`config.mk`:
```
export PLATFORM = sky130hd
export DESIGN_NAME = measure_rx_flat
export DESIGN_NICKNAME = d
export VERILOG_FILES = /design/src/rtl/measure_rx_pkg.sv /design/src/rtl/measure_rx_if.sv /design/src/rtl/measure_rx_sec_window.sv /design/src/rtl/measure_rx.sv /design/src/flat_wrapper.sv
export SDC_FILE = /design/constraint.sdc
export NUM_CORES = 1
export LEC_CHECK = 0
export ABC_AREA = 1
export ABC_CLOCK_PERIOD_IN_PS = 3900
export BUFFER_PORTS_ARGS = -buffer_cell sky130_fd_sc_hd__buf_2
export CAP_MARGIN = 10
export CORE_MARGIN = 3
export CORE_UTILIZATION = 40
export CTS_CLUSTER_DIAMETER = 150
export DETAILED_ROUTE_END_ITERATION = 8
export HOLD_SLACK_MARGIN = 0.03
export PLACE_DENSITY = 0.59
export SLEW_MARGIN = 20
export SYNTH_ARGS = -nofsm -noshare
export SYNTH_HDL_FRONTEND = slang
export SYNTH_SLANG_ARGS = --single-unit
```
`constraint.sdc`:
```
create_clock -name sys_clk -period 3.9 [get_ports sys_clk]
set_input_delay 0.39 -clock sys_clk [delete_from_list [all_inputs] [get_ports sys_clk]]
set_output_delay 0.39 -clock sys_clk [all_outputs]
set_load 0.05 [all_outputs]
```
`src/rtl/measure_rx_pkg.sv`:
```
// Shared measurement-traffic definitions: XGMII control codes, frame field
// positions and the rate-window defaults used by both the TX and RX sides.
package measure_rx_pkg;

  localparam logic [7:0]  XGMII_START    = 8'hfb;
  localparam logic [7:0]  XGMII_TERM     = 8'hfd;
  localparam logic [7:0]  XGMII_IDLE     = 8'h07;
  localparam logic [63:0] XGMII_PREAMBLE = {56'hd5555555555555, XGMII_START};

  localparam logic [7:0] WORD_IP_SRC = 8'd4;
  localparam logic [7:0] WORD_MAGIC  = 8'd6;
  localparam logic [7:0] WORD_TS_LO  = 8'd7;
  localparam logic [7:0] WORD_MAX    = 8'd255;

  localparam int unsigned SEC_CYCLES_DEFAULT = 156_250_000;
  localparam logic [39:0] MAGIC_CODE_DEFAULT = 40'h0123456789;

  typedef enum logic {
    ST_IDLE,
    ST_FRAME
  } rx_state_t;

  function automatic logic [31:0] sat_add32(input logic [31:0] a, input logic [31:0] b);
    logic [32:0] s;
    s = {1'b0, a} + {1'b0, b};
    return s[32] ? 32'hffff_ffff : s[31:0];
  endfunction

endpackage

```
`src/rtl/measure_rx_if.sv`:
```
// XGMII receive stream plus shared counter in, measurement results out.
interface measure_rx_if;
  logic [63:0] xgmii_rxd;
  logic [7:0]  xgmii_rxc;
  logic [31:0] global_counter;
  logic [31:0] rx_pps;
  logic [31:0] rx_throughput;
  logic [23:0] rx_latency;
  logic [31:0] rx_ipv4_ip;

  modport master (
    output xgmii_rxd, xgmii_rxc, global_counter,
    input  rx_pps, rx_throughput, rx_latency, rx_ipv4_ip
  );

  modport slave (
    input  xgmii_rxd, xgmii_rxc, global_counter,
    output rx_pps, rx_throughput, rx_latency, rx_ipv4_ip
  );
endinterface

```
`src/rtl/measure_rx_sec_window.sv`:
```
// Free-running measurement window: one-cycle tick every SEC_CYCLES cycles,
// first tick SEC_CYCLES cycles after reset release.
module sec_window
  import measure_rx_pkg::*;
#(
  parameter int unsigned SEC_CYCLES = SEC_CYCLES_DEFAULT
) (
  input  logic sys_clk,
  input  logic sys_rst,
  output logic tick
);

  localparam logic [31:0] RELOAD = 32'(SEC_CYCLES - 1);

  logic [31:0] count;

  always_ff @(posedge sys_clk) begin
    if (sys_rst || count == '0) begin
      count <= RELOAD;
    end else begin
      count <= count - 32'd1;
    end
  end

  assign tick = (count == '0);

endmodule

```
`src/rtl/measure_rx.sv`:
```
// Receive side of the measurement generator: finds magic-tagged UDP frames on
// XGMII, reports one-way latency, source IP and per-window frame/byte rates.
module measure_rx
  import measure_rx_pkg::*;
#(
  parameter logic [39:0] MAGIC_CODE = MAGIC_CODE_DEFAULT,
  parameter int unsigned SEC_CYCLES = SEC_CYCLES_DEFAULT
) (
  input logic         sys_clk,
  input logic         sys_rst,
  measure_rx_if.slave rx
);

  rx_state_t   state;
  logic [7:0]  word_idx;
  logic        magic_hit;
  logic        ts_lo_ok;
  logic [31:0] ip_src;
  logic [31:0] ts;
  logic [31:0] gc_rx;
  logic [31:0] pps_acc;
  logic [31:0] byte_acc;
  logic [31:0] pps_q;
  logic [31:0] tput_q;
  logic [23:0] lat_q;
  logic [31:0] ip_q;
  logic        tick;

  logic        is_start;
  logic        is_data;
  logic [2:0]  ctl_lane;
  logic [7:0]  ctl_char;
  logic [7:0]  next_idx;
  logic [11:0] frame_bytes;
  logic        commit;
  logic [31:0] lat_diff;
  logic [31:0] add_pps;
  logic [31:0] add_bytes;

  sec_window #(.SEC_CYCLES(SEC_CYCLES)) u_window (
    .sys_clk (sys_clk),
    .sys_rst (sys_rst),
    .tick    (tick)
  );

  // Byte count is derived from the word index and terminate lane rather than
  // kept as a separate running counter.
  always_comb begin
    is_start = (rx.xgmii_rxc == 8'h01) && (rx.xgmii_rxd == XGMII_PREAMBLE);
    is_data  = (rx.xgmii_rxc == '0);
    ctl_lane = '0;
    for (int unsigned i = 8; i > 0; i--) begin
      if (rx.xgmii_rxc[3'(i - 1)]) ctl_lane = 3'(i - 1);
    end
    ctl_char    = rx.xgmii_rxd[{ctl_lane, 3'b000} +: 8];
    next_idx    = word_idx + 8'd1;
    frame_bytes = {1'b0, word_idx, 3'b000} + {9'd0, ctl_lane};
    commit      = (state == ST_FRAME) && !is_start && !is_data &&
                  (ctl_char == XGMII_TERM) && magic_hit && ts_lo_ok;
    lat_diff    = gc_rx - ts;
    add_pps     = {31'd0, commit};
    add_bytes   = commit ? {20'd0, frame_bytes} : '0;
  end

  always_ff @(posedge sys_clk) begin
    if (sys_rst) begin
      state     <= ST_IDLE;
      word_idx  <= '0;
      magic_hit <= 1'b0;
      ts_lo_ok  <= 1'b0;
      ip_src    <= '0;
      ts        <= '0;
      gc_rx     <= '0;
      pps_acc   <= '0;
      byte_acc  <= '0;
      pps_q     <= '0;
      tput_q    <= '0;
      lat_q     <= '0;
      ip_q      <= '0;
    end else begin
      if (is_start) begin
        state     <= ST_FRAME;
        word_idx  <= '0;
        magic_hit <= 1'b0;
        ts_lo_ok  <= 1'b0;
      end else if (state == ST_FRAME) begin
        if (is_data) begin
          word_idx <= next_idx;
          if (next_idx == WORD_MAX) state <= ST_IDLE;
          if (next_idx == WORD_IP_SRC) begin
            ip_src <= {rx.xgmii_rxd[23:16], rx.xgmii_rxd[31:24],
                       rx.xgmii_rxd[39:32], rx.xgmii_rxd[47:40]};
          end
          if (next_idx == WORD_MAGIC) begin
            magic_hit <= ({rx.xgmii_rxd[23:16], rx.xgmii_rxd[31:24], rx.xgmii_rxd[39:32],
                           rx.xgmii_rxd[47:40], rx.xgmii_rxd[55:48]} == MAGIC_CODE);
            ts[31:24] <= rx.xgmii_rxd[63:56];
          end
          if (next_idx == WORD_TS_LO) begin
            ts[23:0] <= {rx.xgmii_rxd[7:0], rx.xgmii_rxd[15:8], rx.xgmii_rxd[23:16]};
            gc_rx    <= rx.global_counter;
            ts_lo_ok <= 1'b1;
          end
        end else begin
          state <= ST_IDLE;
        end
      end

      if (commit) begin
        lat_q <= (lat_diff > 32'h00ff_ffff) ? 24'hff_ffff : lat_diff[23:0];
        ip_q  <= ip_src;
      end

      // A commit landing on the tick belongs to the window being closed.
      if (tick) begin
        pps_q    <= sat_add32(pps_acc, add_pps);
        tput_q   <= sat_add32(byte_acc, add_bytes);
        pps_acc  <= '0;
        byte_acc <= '0;
      end else begin
        pps_acc  <= sat_add32(pps_acc, add_pps);
        byte_acc <= sat_add32(byte_acc, add_bytes);
      end
    end
  end

  assign rx.rx_pps        = pps_q;
  assign rx.rx_throughput = tput_q;
  assign rx.rx_latency    = lat_q;
  assign rx.rx_ipv4_ip    = ip_q;

endmodule

```
`src/flat_wrapper.sv`:
```
// flat-port wrapper written by rule: the top's interface ports become plain ports
module measure_rx_flat import measure_rx_pkg::*;
#(
  parameter logic [39:0] MAGIC_CODE = MAGIC_CODE_DEFAULT,
  parameter int unsigned SEC_CYCLES = SEC_CYCLES_DEFAULT
)
  (sys_clk, sys_rst, rx_xgmii_rxd, rx_xgmii_rxc, rx_global_counter, rx_rx_pps, rx_rx_throughput, rx_rx_latency, rx_rx_ipv4_ip);
  measure_rx_if rx_i ();
  input logic sys_clk;
  input logic sys_rst;
  input wire logic [$bits(rx_i.xgmii_rxd)-1:0] rx_xgmii_rxd;
  input wire logic [$bits(rx_i.xgmii_rxc)-1:0] rx_xgmii_rxc;
  input wire logic [$bits(rx_i.global_counter)-1:0] rx_global_counter;
  output wire logic [$bits(rx_i.rx_pps)-1:0] rx_rx_pps;
  output wire logic [$bits(rx_i.rx_throughput)-1:0] rx_rx_throughput;
  output wire logic [$bits(rx_i.rx_latency)-1:0] rx_rx_latency;
  output wire logic [$bits(rx_i.rx_ipv4_ip)-1:0] rx_rx_ipv4_ip;
  assign rx_i.xgmii_rxd = rx_xgmii_rxd;
  assign rx_i.xgmii_rxc = rx_xgmii_rxc;
  assign rx_i.global_counter = rx_global_counter;
  assign rx_rx_pps = rx_i.rx_pps;
  assign rx_rx_throughput = rx_i.rx_throughput;
  assign rx_rx_latency = rx_i.rx_latency;
  assign rx_rx_ipv4_ip = rx_i.rx_ipv4_ip;
  measure_rx #(.MAGIC_CODE(MAGIC_CODE), .SEC_CYCLES(SEC_CYCLES)) u_core (.sys_clk(sys_clk), .sys_rst(sys_rst), .rx(rx_i));
endmodule
```
==> results of run 1 <==
[stage by stage]
| step | instance area, µm² | total power, W | std cells | utilization [%] | setup WS (ps) |
|---|---|---|---|---|---|
| 6_report | 19600 | 0.00701 | 3217 | 48.5 | 442 |
| 2_1_floorplan | 16600 | 0.00347 | 2436 | - | 167 |
| 4_1_cts | 19600 | 0.00711 | 3215 | 48.5 | 491 |
| 5_1_grt | 19600 | 0.00725 | 3215 | 48.5 | 49.1 |
| 3_5_place_dp | 18400 | 0.00359 | 3153 | 45.5 | -109 |
| 3_3_place_gp | 18400 | 0.00359 | 3153 | 45.5 | -115 |
[cell families after synthesis]
logic type,synth area share [%]
flip-flops,39.0
buffers and inverters,11.1
XOR/XNOR,3.54
AND/OR/NAND/NOR,28.5
adder cells (fa/ha/maj),3.94
AO/OA/AOI/OAI,13.9
[synth_stat cells (2+ instances only)]
cell type / count / area share [%]
nand2_1: 430 / 9.7
nor2_1: 372 / 8.4
inv_1: 360 / 8.1
dfxtp_1: 323 / 39
a21oi_1: 187 / 5.6
o21ai_0: 186 / 5.6
nand3_1: 122 / 3.7
nand4_1: 53 / 2.0
nor3_1: 52 / 1.6
ha_1: 49 / 3.7
clkbuf_1: 42 / 0.95
xor2_1: 42 / 2.2
buf_2: 25 / 0.75
xnor2_1: 25 / 1.3
nor4_1: 20 / 0.75
o21ai_1: 19 / 0.57
o211ai_1: 12 / 0.54
or2_2: 12 / 0.45
a31oi_1: 9 / 0.34
buf_4: 9 / 0.41
buf_6: 9 / 0.61
nor2_2: 9 / 0.34
a21o_1: 8 / 0.36
inv_2: 7 / 0.16
nand3b_1: 5 / 0.23
o21bai_1: 5 / 0.23
o31ai_1: 5 / 0.23
nand3_2: 4 / 0.24
and3_1: 3 / 0.11
nand2_2: 3 / 0.11
nor2_4: 3 / 0.20
nor3_2: 3 / 0.18
a21oi_2: 2 / 0.11
buf_1: 2 / 0.045
fa_1: 2 / 0.24
nor3b_1: 2 / 0.090
o21a_1: 2 / 0.090
o21ai_2: 2 / 0.11
or2_0: 2 / 0.075
[metal layers]
metal | track usage [%] | vias up | share of wire (%)
li1 | - | 8273 | -
met1 | 28.2 | 7238 | 45
met2 | 37.0 | 342 | 46
met3 | 4.59 | 83 | 5.6
met4 | 7.39 | 0 | 3.2
met5 | 0 | - | 0
[registers in the layout, summed over array words and instances, names as in the netlist]
register                 count
u_core.rx.rx_latency        24
u_core.byte_acc             32
u_core.rx.rx_throughput     32
u_core.rx.rx_ipv4_ip        32
u_core.gc_rx                32
u_core.word_idx              8
u_core.pps_acc              32
u_core.state                 1
u_core.u_window.count       32
u_core.ts_lo_ok              1
u_core.ip_src               32
u_core.ts                   32
u_core.magic_hit             1
u_core.rx.rx_pps            32
[report_power, final]
| group | switching, W | internal (W) | total (W) |
|---|---|---|---|
| Clock | 0.00142 | 0.00207 | 0.00349 |
| Combinational | 0.000148 | 0.0000715 | 0.000219 |
| Sequential | 0.00000186 | 0.00330 | 0.00330 |
| Total | 0.00157 | 0.00544 | 0.00701 |
[worst max-delay path by stage]
stage / startpoint / to / slack [ps] / cells past startpoint
3_3_place_gp: rx_xgmii_rxd[23] / u_core.rx.rx_pps[18] / -120 / 26
6_report: rx_xgmii_rxc[4] / u_core.rx.rx_throughput[24] / 440 / 26
3_5_place_dp: rx_xgmii_rxd[23] / u_core.rx.rx_pps[18] / -110 / 26
4_1_cts: rx_xgmii_rxd[23] / u_core.rx.rx_pps[18] / 490 / 26
2_1_floorplan: rx_xgmii_rxc[4] / u_core.rx.rx_throughput[31] / 170 / 25
5_1_grt: rx_xgmii_rxc[5] / u_core.rx.rx_throughput[24] / 50 / 25
[cell type report]
cell class / instances / share of cell area, %
flip-flops and latches: 323 / 33.0
clock buffers: 52 / 5.52
clock inverters: 10 / 0.709
inverters: 368 / 7.08
well taps: 525 / 3.36
multi-input cells: 1658 / 42.4
diodes: 2 / 0.0256
repair buffers: 279 / 7.89
[worst reg2reg max path, cell delays in order, from the launching register on]
cell	delay (ps)
dfxtp_1	400
nand3_1	100
nor2_1	110
nand2_1	80
nor2_1	130
nand2_2	80
buf_4	160
inv_2	70
ha_1	180
ha_1	170
nand2_1	100
nor2_2	130
nand4_2	140
nor2_2	140
nand4_1	200
nor2_2	210
inv_2	70
nor2_4	130
inv_2	80
o211ai_1	190
nor2_1	80
nor2_1	90
==> results_dict.tcl, run 1 <==
set metrics [dict create \
    rr_startpoint "u_core.state" \
    dp_hpwl_um 37600 \
    postCtsSetupRepairBufs 0 \
    r2r_end "u_core.rx.rx_pps[18]" \
    cp_top_family "simple AND/OR/NAND/NOR gates" \
    cp-end-kind "flip-flop" \
    worst_slew_margin_rel_pct 31.1 \
    cts.path.max_buffers 3 \
    syn_area_mm2 0.0166 \
    cap_viol_max_count 0 \
    cts_hold_buf 0 \
    io_buffers 225 \
    worstHoldStart "rx_xgmii_rxd[39]" \
    ys_async_sr_fraction_pct 0 \
    clock_latency_ps 570 \
    numCtsBuffers 36 \
    rsz0062_at_grt "false" \
    max_freq_mhz 289 \
    track_usage_pct 22.0 \
    ys_warn_count 0 \
    die_x_um 210 \
    post-route-min-period_ps 3460 \
    max_stage_delay_ps 400 \
    drt_iter0_markers 1110 \
    critPathSlowestCell "fa_1" \
    outcome "complete, no violations" \
    dieArea_mm2 0.0440 \
    htreeDepth 2 \
    layout_common_cells "nand2_1, nor2_1, inv_1" \
    fp.dieH_um 210 \
    final_layout_size_suffix_gt1_share_pct 14.5 \
    hold_class "input pin to flip-flop" \
    antenna_found_initial 0 \
    slew_violations 0 \
    gp_congestion 0.916 \
    synthToLayoutAreaGrowth_pct 17.9 \
    worstPathArrival_ps 3890 \
    synth_cell_types 48 \
    vdd_drop_max_uv 233 \
    cts_tree "done" \
    grt_overflow 0 \
    ys_seq_area_share_pct 39.0 \
    filler_cell_count 4184 \
    worst_ep_required_time_ps 4330 \
    regArea_mm2 0.00647 \
    drc 0 \
    multi_input_area_mm2 0.00830 \
    via_per_inst 4.95 \
    syn_inst 2436 \
    coreArea_mm2 0.0404 \
    finalSetupTns_ps 0 \
    fin_skew_ps 27.4 \
    syn-mean-instance-area_um2 6.81 \
    mostFrequentLayoutCell "nand2_1" \
    r2r_cells 21 \
    timing.final.hold_violations 0 \
    vias 15900 \
    hold_end "u_core.ip_src[15]" \
    grt_pass1_wl_um 79500 \
    timing.setup.critical_path_class "input pin to flip-flop" \
    ctsRootBufferMaster "clkbuf_16" \
    start_util_pct 41.1 \
    powerDensity_mw_per_mm2 358 \
    wl_per_cell_um 15.5 \
    cp-start-kind "input pin" \
    synth_fp_nets 2593 \
    grt_max_degree 114 \
    hold_ws_ps 103 \
    path_max_fanout 24 \
    ys_ff_latch 323 \
    synthFlopType "dfxtp_1" \
    grt_pass1_vias 15300 \
    worstMarginPinSlew_ps 1030 \
    timing.reg2reg.setup_slack_ps 830 \
    num_rows 73 \
    holdPathStages 3 \
    nets 2823 \
    cts.clk_slew.worst_paths_ps 60 \
    synth-edff-count 0 \
    cp_num_buf_inv 4 \
    ios 226 \
    drtPass1Iterations 5 \
    routed_wl_um 49800 \
    fin_crit_sh_pct 88.7 \
    cellLeakagePower_nw 9.50 \
    final_antenna_net_count 0 \
    cts_sinks 323 \
    final-setup-viol-count 0 \
    cts_resized 0 \
]
Power figures use the tool's default switching activity.
==> inputs of run 2 (changes only) <==
--- a/config.mk
+++ b/config.mk
@@ -11,9 +11,11 @@
 export CAP_MARGIN = 10
 export CORE_MARGIN = 3
 export CORE_UTILIZATION = 40
+export CTS_BUF_LIST = sky130_fd_sc_hd__clkbuf_16
 export CTS_CLUSTER_DIAMETER = 150
 export DETAILED_ROUTE_END_ITERATION = 8
 export HOLD_SLACK_MARGIN = 0.03
+export MAX_ROUTING_LAYER = met4
 export PLACE_DENSITY = 0.59
 export SLEW_MARGIN = 20
 export SYNTH_ARGS = -nofsm -noshare
==> results_dict.tcl, run 2 (synthesis gave the netlist of run 1 again) <==
set metrics [dict create \
    fin_ws_ps 530 \
    cp-end-kind "flip-flop" \
    cp-start-kind "input pin" \
    total_power_w 0.00693 \
    start_util_pct 41.1 \
    swShare_pct 22.9 \
    num_rows 73 \
    post-route-min-period_ps 3370 \
    drtPass1Iterations 5 \
    cts.path.max_buffers 3 \
    synthToLayoutAreaGrowth_pct 18.0 \
    nets 2828 \
    worst_slew_margin_rel_pct 36.7 \
    cap_viol_max_count 0 \
    layout_common_cells "nand2_1, nor2_1, inv_1" \
    die_x_um 210 \
    fin_cells 3222 \
    grt_pass1_wl_um 79500 \
    final_layout_size_suffix_gt1_share_pct 14.2 \
    cts.clk_slew.worst_paths_ps 60 \
    hold_class "input pin to flip-flop" \
    rsz0062_at_grt "false" \
    worstPathArrival_ps 3820 \
    grt_overflow 0 \
    final-setup-viol-count 0 \
    io_buffers 225 \
    worstMarginPinSlew_ps 950 \
    wl_per_cell_um 15.5 \
    dp_cells 3157 \
    grt_max_degree 99 \
    htreeDepth 2 \
    pwr-share-clk_pct 49.1 \
    utilization_pct 48.5 \
    cts_tree "done" \
    timing.setup.critical_path_class "input pin to flip-flop" \
    ctsRootBufferMaster "clkbuf_16" \
    cts_sinks 323 \
    track_usage_pct 22.7 \
    fin_skew_ps 23.6 \
    max_freq_mhz 297 \
    p_comb_share_pct 3.2 \
    routed_wl_um 50100 \
    gp_congestion 0.926 \
    place_ws_ps -1.88 \
    grt_pass1_vias 15300 \
    postCtsSetupRepairBufs 0 \
    dieArea_mm2 0.0440 \
    ios 226 \
    cellLeakagePower_nw 9.54 \
    final_antenna_net_count 0 \
    cts_resized 0 \
    numCtsBuffers 37 \
    switchingPower_w 0.00159 \
    outcome "complete, no violations" \
    fp.dieH_um 210 \
    p_int_w 0.00534 \
    via_per_inst 4.95 \
    timing.reg2reg.setup_slack_ps 830 \
    fin_crit_sh_pct 86.4 \
    coreArea_mm2 0.0404 \
    vdd_drop_max_uv 245 \
    timing.final.hold_violations 0 \
    drt_iter0_markers 949 \
    clock_latency_ps 570 \
    seqPwrFrac_pct 47.7 \
    mostFrequentLayoutCell "nand2_1" \
    vias 15900 \
    slew_violations 0 \
    path_max_fanout 7 \
    hold_ws_ps 100 \
    cts_hold_buf 0 \
    powerDensity_mw_per_mm2 354 \
    drc 0 \
    worst_ep_required_time_ps 4350 \
    antenna_found_initial 1 \
    dp_hpwl_um 37900 \
]
-- run 2: cell types whose count changed in the layout (fill, tap and decap cells not counted), sizes merged --
cell      delta
buf          +4
inv          +7
clkinv       +9
diode        -1
clkinvlp     -1
bufinv       +1
clkbuf      -14
-- run 2: worst paths after layout --
path,from,endpoint,cells after the start
max reg2reg,u_core.state,u_core.rx.rx_pps[18],21
min reg2reg,u_core.u_window.count[0],u_core.u_window.count[0],1
min,rx_xgmii_rxd[17],u_core.ip_src[25],3
max,rx_xgmii_rxc[4],u_core.rx.rx_throughput[30],28
-- run 2: power by group through the flow --
stage                     clock network, W  registers [W]  logic [W]
after global placement                   0        0.00338   0.000217
after floorplan                          0        0.00338  0.0000948
after CTS                          0.00350        0.00330   0.000220
after detailed placement                 0        0.00338   0.000219
after global routing               0.00364        0.00330   0.000240
final                              0.00341        0.00330   0.000220
-- run 2: per-layer routing --
layer  vias to the layer above  track usage (%)  part of all wire (%)
met5                         -                -                     0
met4                         0             8.11                   3.5
met3                        85             3.57                   5.1
met2                       362             36.9                    46
met1                      7219             28.7                    45
li1                       8271                -                     -
-- run 2: cell type report --
| class | instances | area [µm²] |
|---|---|---|
| fillers | 4243 | 20800 |
| diodes | 1 | 2.50 |
| inverters | 368 | 1390 |
| well taps | 525 | 657 |
| multi-input cells | 1658 | 8300 |
| clock inverters | 26 | 220 |
| clock buffers | 38 | 951 |
| flip-flops and latches | 323 | 6470 |
| repair buffers | 283 | 1610 |
-- run 2: critical path, cell delays in order --
cell and delay [ps]:
buf_2 110, inv_1 70, nand2_1 50, o21ai_1 130, buf_4 150, nand3_1 170, o21bai_1 220, nand3_1 70
nand2_1 50, nor2_1 120, nor2_1 60, nand2_2 100, nor2_1 60, ha_1 210, fa_1 390, nand3_1 110
nand3_1 110, a21oi_2 200, o21ai_2 110, buf_4 160, nand2_1 50, nand2_1 100, nand2_1 120, nand2_1 110
nand3b_1 130, nand4_1 110, nand2_1 110, inv_1 50
-- run 2: per-stage QoR --
stage	instance area, µm²	TNS, ps
2_1_floorplan	16600	0
3_3_place_gp	18400	0
3_5_place_dp	18400	-1.88
4_1_cts	19600	0
5_1_grt	19600	0
6_report	19600	0
==> inputs of run 3 (changes only) <==
--- a/config.mk
+++ b/config.mk
@@ -9,14 +9,16 @@
 export ABC_CLOCK_PERIOD_IN_PS = 3900
 export BUFFER_PORTS_ARGS = -buffer_cell sky130_fd_sc_hd__buf_2
 export CAP_MARGIN = 10
+export CELL_PAD_IN_SITES_DETAIL_PLACEMENT = 0
+export CELL_PAD_IN_SITES_GLOBAL_PLACEMENT = 2
 export CORE_MARGIN = 3
-export CORE_UTILIZATION = 40
+export CORE_UTILIZATION = 29
 export CTS_BUF_LIST = sky130_fd_sc_hd__clkbuf_16
 export CTS_CLUSTER_DIAMETER = 150
 export DETAILED_ROUTE_END_ITERATION = 8
 export HOLD_SLACK_MARGIN = 0.03
 export MAX_ROUTING_LAYER = met4
-export PLACE_DENSITY = 0.59
+export PLACE_DENSITY = 0.74
 export SLEW_MARGIN = 20
 export SYNTH_ARGS = -nofsm -noshare
 export SYNTH_HDL_FRONTEND = slang
==> results_dict.tcl, run 3 (synthesis gave the netlist of run 1 again) <==
set metrics [dict create \
    outcome "complete, no violations" \
    critPathSlowestCell "fa_1" \
    worstPathArrival_ps 3840 \
    filler_cell_count 6200 \
    finalSetupTns_ps 0 \
    cp-end-kind "flip-flop" \
    fin_ws_ps 517 \
    worst_slew_margin_rel_pct 50.4 \
    ctsRootBufferMaster "clkbuf_16" \
    place_ws_ps -92.3 \
    mostFrequentLayoutCell "nand2_1" \
    cp_top_family "simple AND/OR/NAND/NOR gates" \
    final-setup-viol-count 0 \
    io_buffers 225 \
    nets 2848 \
    rsz0062_at_grt "false" \
    cts.clk_slew.worst_paths_ps 50 \
    synthToLayoutAreaGrowth_pct 20.7 \
    worst_ep_required_time_ps 4350 \
    hold_ws_ps 104 \
    drt_iter0_markers 792 \
    fin_crit_sh_pct 86.7 \
    cp_num_buf_inv 6 \
    powerDensity_mw_per_mm2 346 \
    die_x_um 245 \
    routed_wl_um 55800 \
    use_met2_pct 30.3 \
    num_rows 87 \
    coreArea_mm2 0.0565 \
    vias 16100 \
    max_stage_delay_ps 380 \
    grt_pass1_wl_um 88300 \
    total_power_w 0.00693 \
    grtUsageMet1_pct 24.2 \
    cts_sinks 323 \
    dpl-instance-area_mm2 0.0189 \
    design_area_mm2 0.0200 \
    gp_congestion 0.908 \
    use_met3_pct 2.67 \
    grt_overflow 0 \
    layout_common_cells "nand2_1, nor2_1, inv_1" \
    fp.dieH_um 245 \
    final_layout_size_suffix_gt1_share_pct 14.9 \
    htreeDepth 2 \
    dp_hpwl_um 42800 \
    track_usage_pct 18.9 \
    top_usage_layer "met2" \
    slew_violations 0 \
    clock_latency_ps 560 \
    cap_viol_max_count 0 \
    cts_hold_buf 0 \
    max_freq_mhz 296 \
    cts_tree "done" \
    cellLeakagePower_nw 9.65 \
    final_antenna_net_count 0 \
    cp-start-kind "input pin" \
    via_per_inst 4.62 \
    wl_per_cell_um 16.0 \
    cts.path.max_buffers 3 \
    dieArea_mm2 0.0601 \
    post-route-min-period_ps 3380 \
    hold_class "input pin to flip-flop" \
    path_max_fanout 20 \
    postCtsSetupRepairBufs 0 \
    worstMarginPinSlew_ps 744 \
    timing.setup.critical_path_class "input pin to flip-flop" \
    numCtsBuffers 39 \
    drc 0 \
    antenna_found_initial 4 \
    fin_skew_ps 13.2 \
    ios 226 \
    timing.final.hold_violations 0 \
    vdd_drop_max_uv 248 \
    grt_max_degree 100 \
    start_util_pct 29.4 \
    cts_resized 0 \
    grt_pass1_vias 16000 \
    drtPass1Iterations 5 \
]
==> run 3: cell count changes in the layout (fill, tap and decap cells not counted) <==
cell,delta
inv_4,-1
buf_12,+1
clkinv_2,+5
buf_4,+17
clkinv_16,-1
clkinv_8,+1
clkbuf_16,+2
bufinv_16,-2
inv_1,+3
==> run 3: worst paths after layout <==
check | start | slack [ps] | end | cells past startpoint
worst max-delay path | rx_xgmii_rxc[5] | 520 | u_core.rx.rx_throughput[9] | 27
worst min-delay path | rx_xgmii_rxd[57] | 100 | u_core.ts[25] | 3
worst max register to register | u_core.state | 810 | u_core.rx.rx_pps[30] | 20
worst min register to register | u_core.u_window.count[0] | 440 | u_core.u_window.count[0] | 1
==> run 3: area by class of cell <==
class / instances / area [µm²] / share of cell area (%)
antenna: 1 / 2.50 / 0.0125
clock buffer: 40 / 1000 / 5.00
clock inverter: 31 / 174 / 0.868
inverter: 368 / 1390 / 6.93
multi-input combinational: 1658 / 8300 / 41.4
sequential: 323 / 6470 / 32.3
tap: 756 / 946 / 4.72
timing repair buffer: 301 / 1760 / 8.78
==> run 3: per-layer routing <==
layer | vias up | wire [µm]
met5 | - | 0
met4 | 0 | 2170
met3 | 97 | 2340
met2 | 326 | 25300
met1 | 7309 | 26000
li1 | 8338 | -
==> run 3: power by group <==
group	switching, W	leakage [nW]	internal, W
clock network	0.00147	0.621	0.00192
logic	0.000157	6.43	0.0000739
registers	0.00000186	2.60	0.00330
==> run 3: through the flow <==
step / utilization [%] / instances
6_report: 35.5 / 3478
5_1_grt: 35.5 / 3478
4_1_cts: 35.5 / 3477
3_5_place_dp: 33.4 / 3406
3_3_place_gp: 33.4 / 3406
2_1_floorplan: - / 2436
==> run 3: worst min-delay path, stage by stage <==
cell	delay (ps)
buf_2	100
inv_1	60
a21oi_1	60
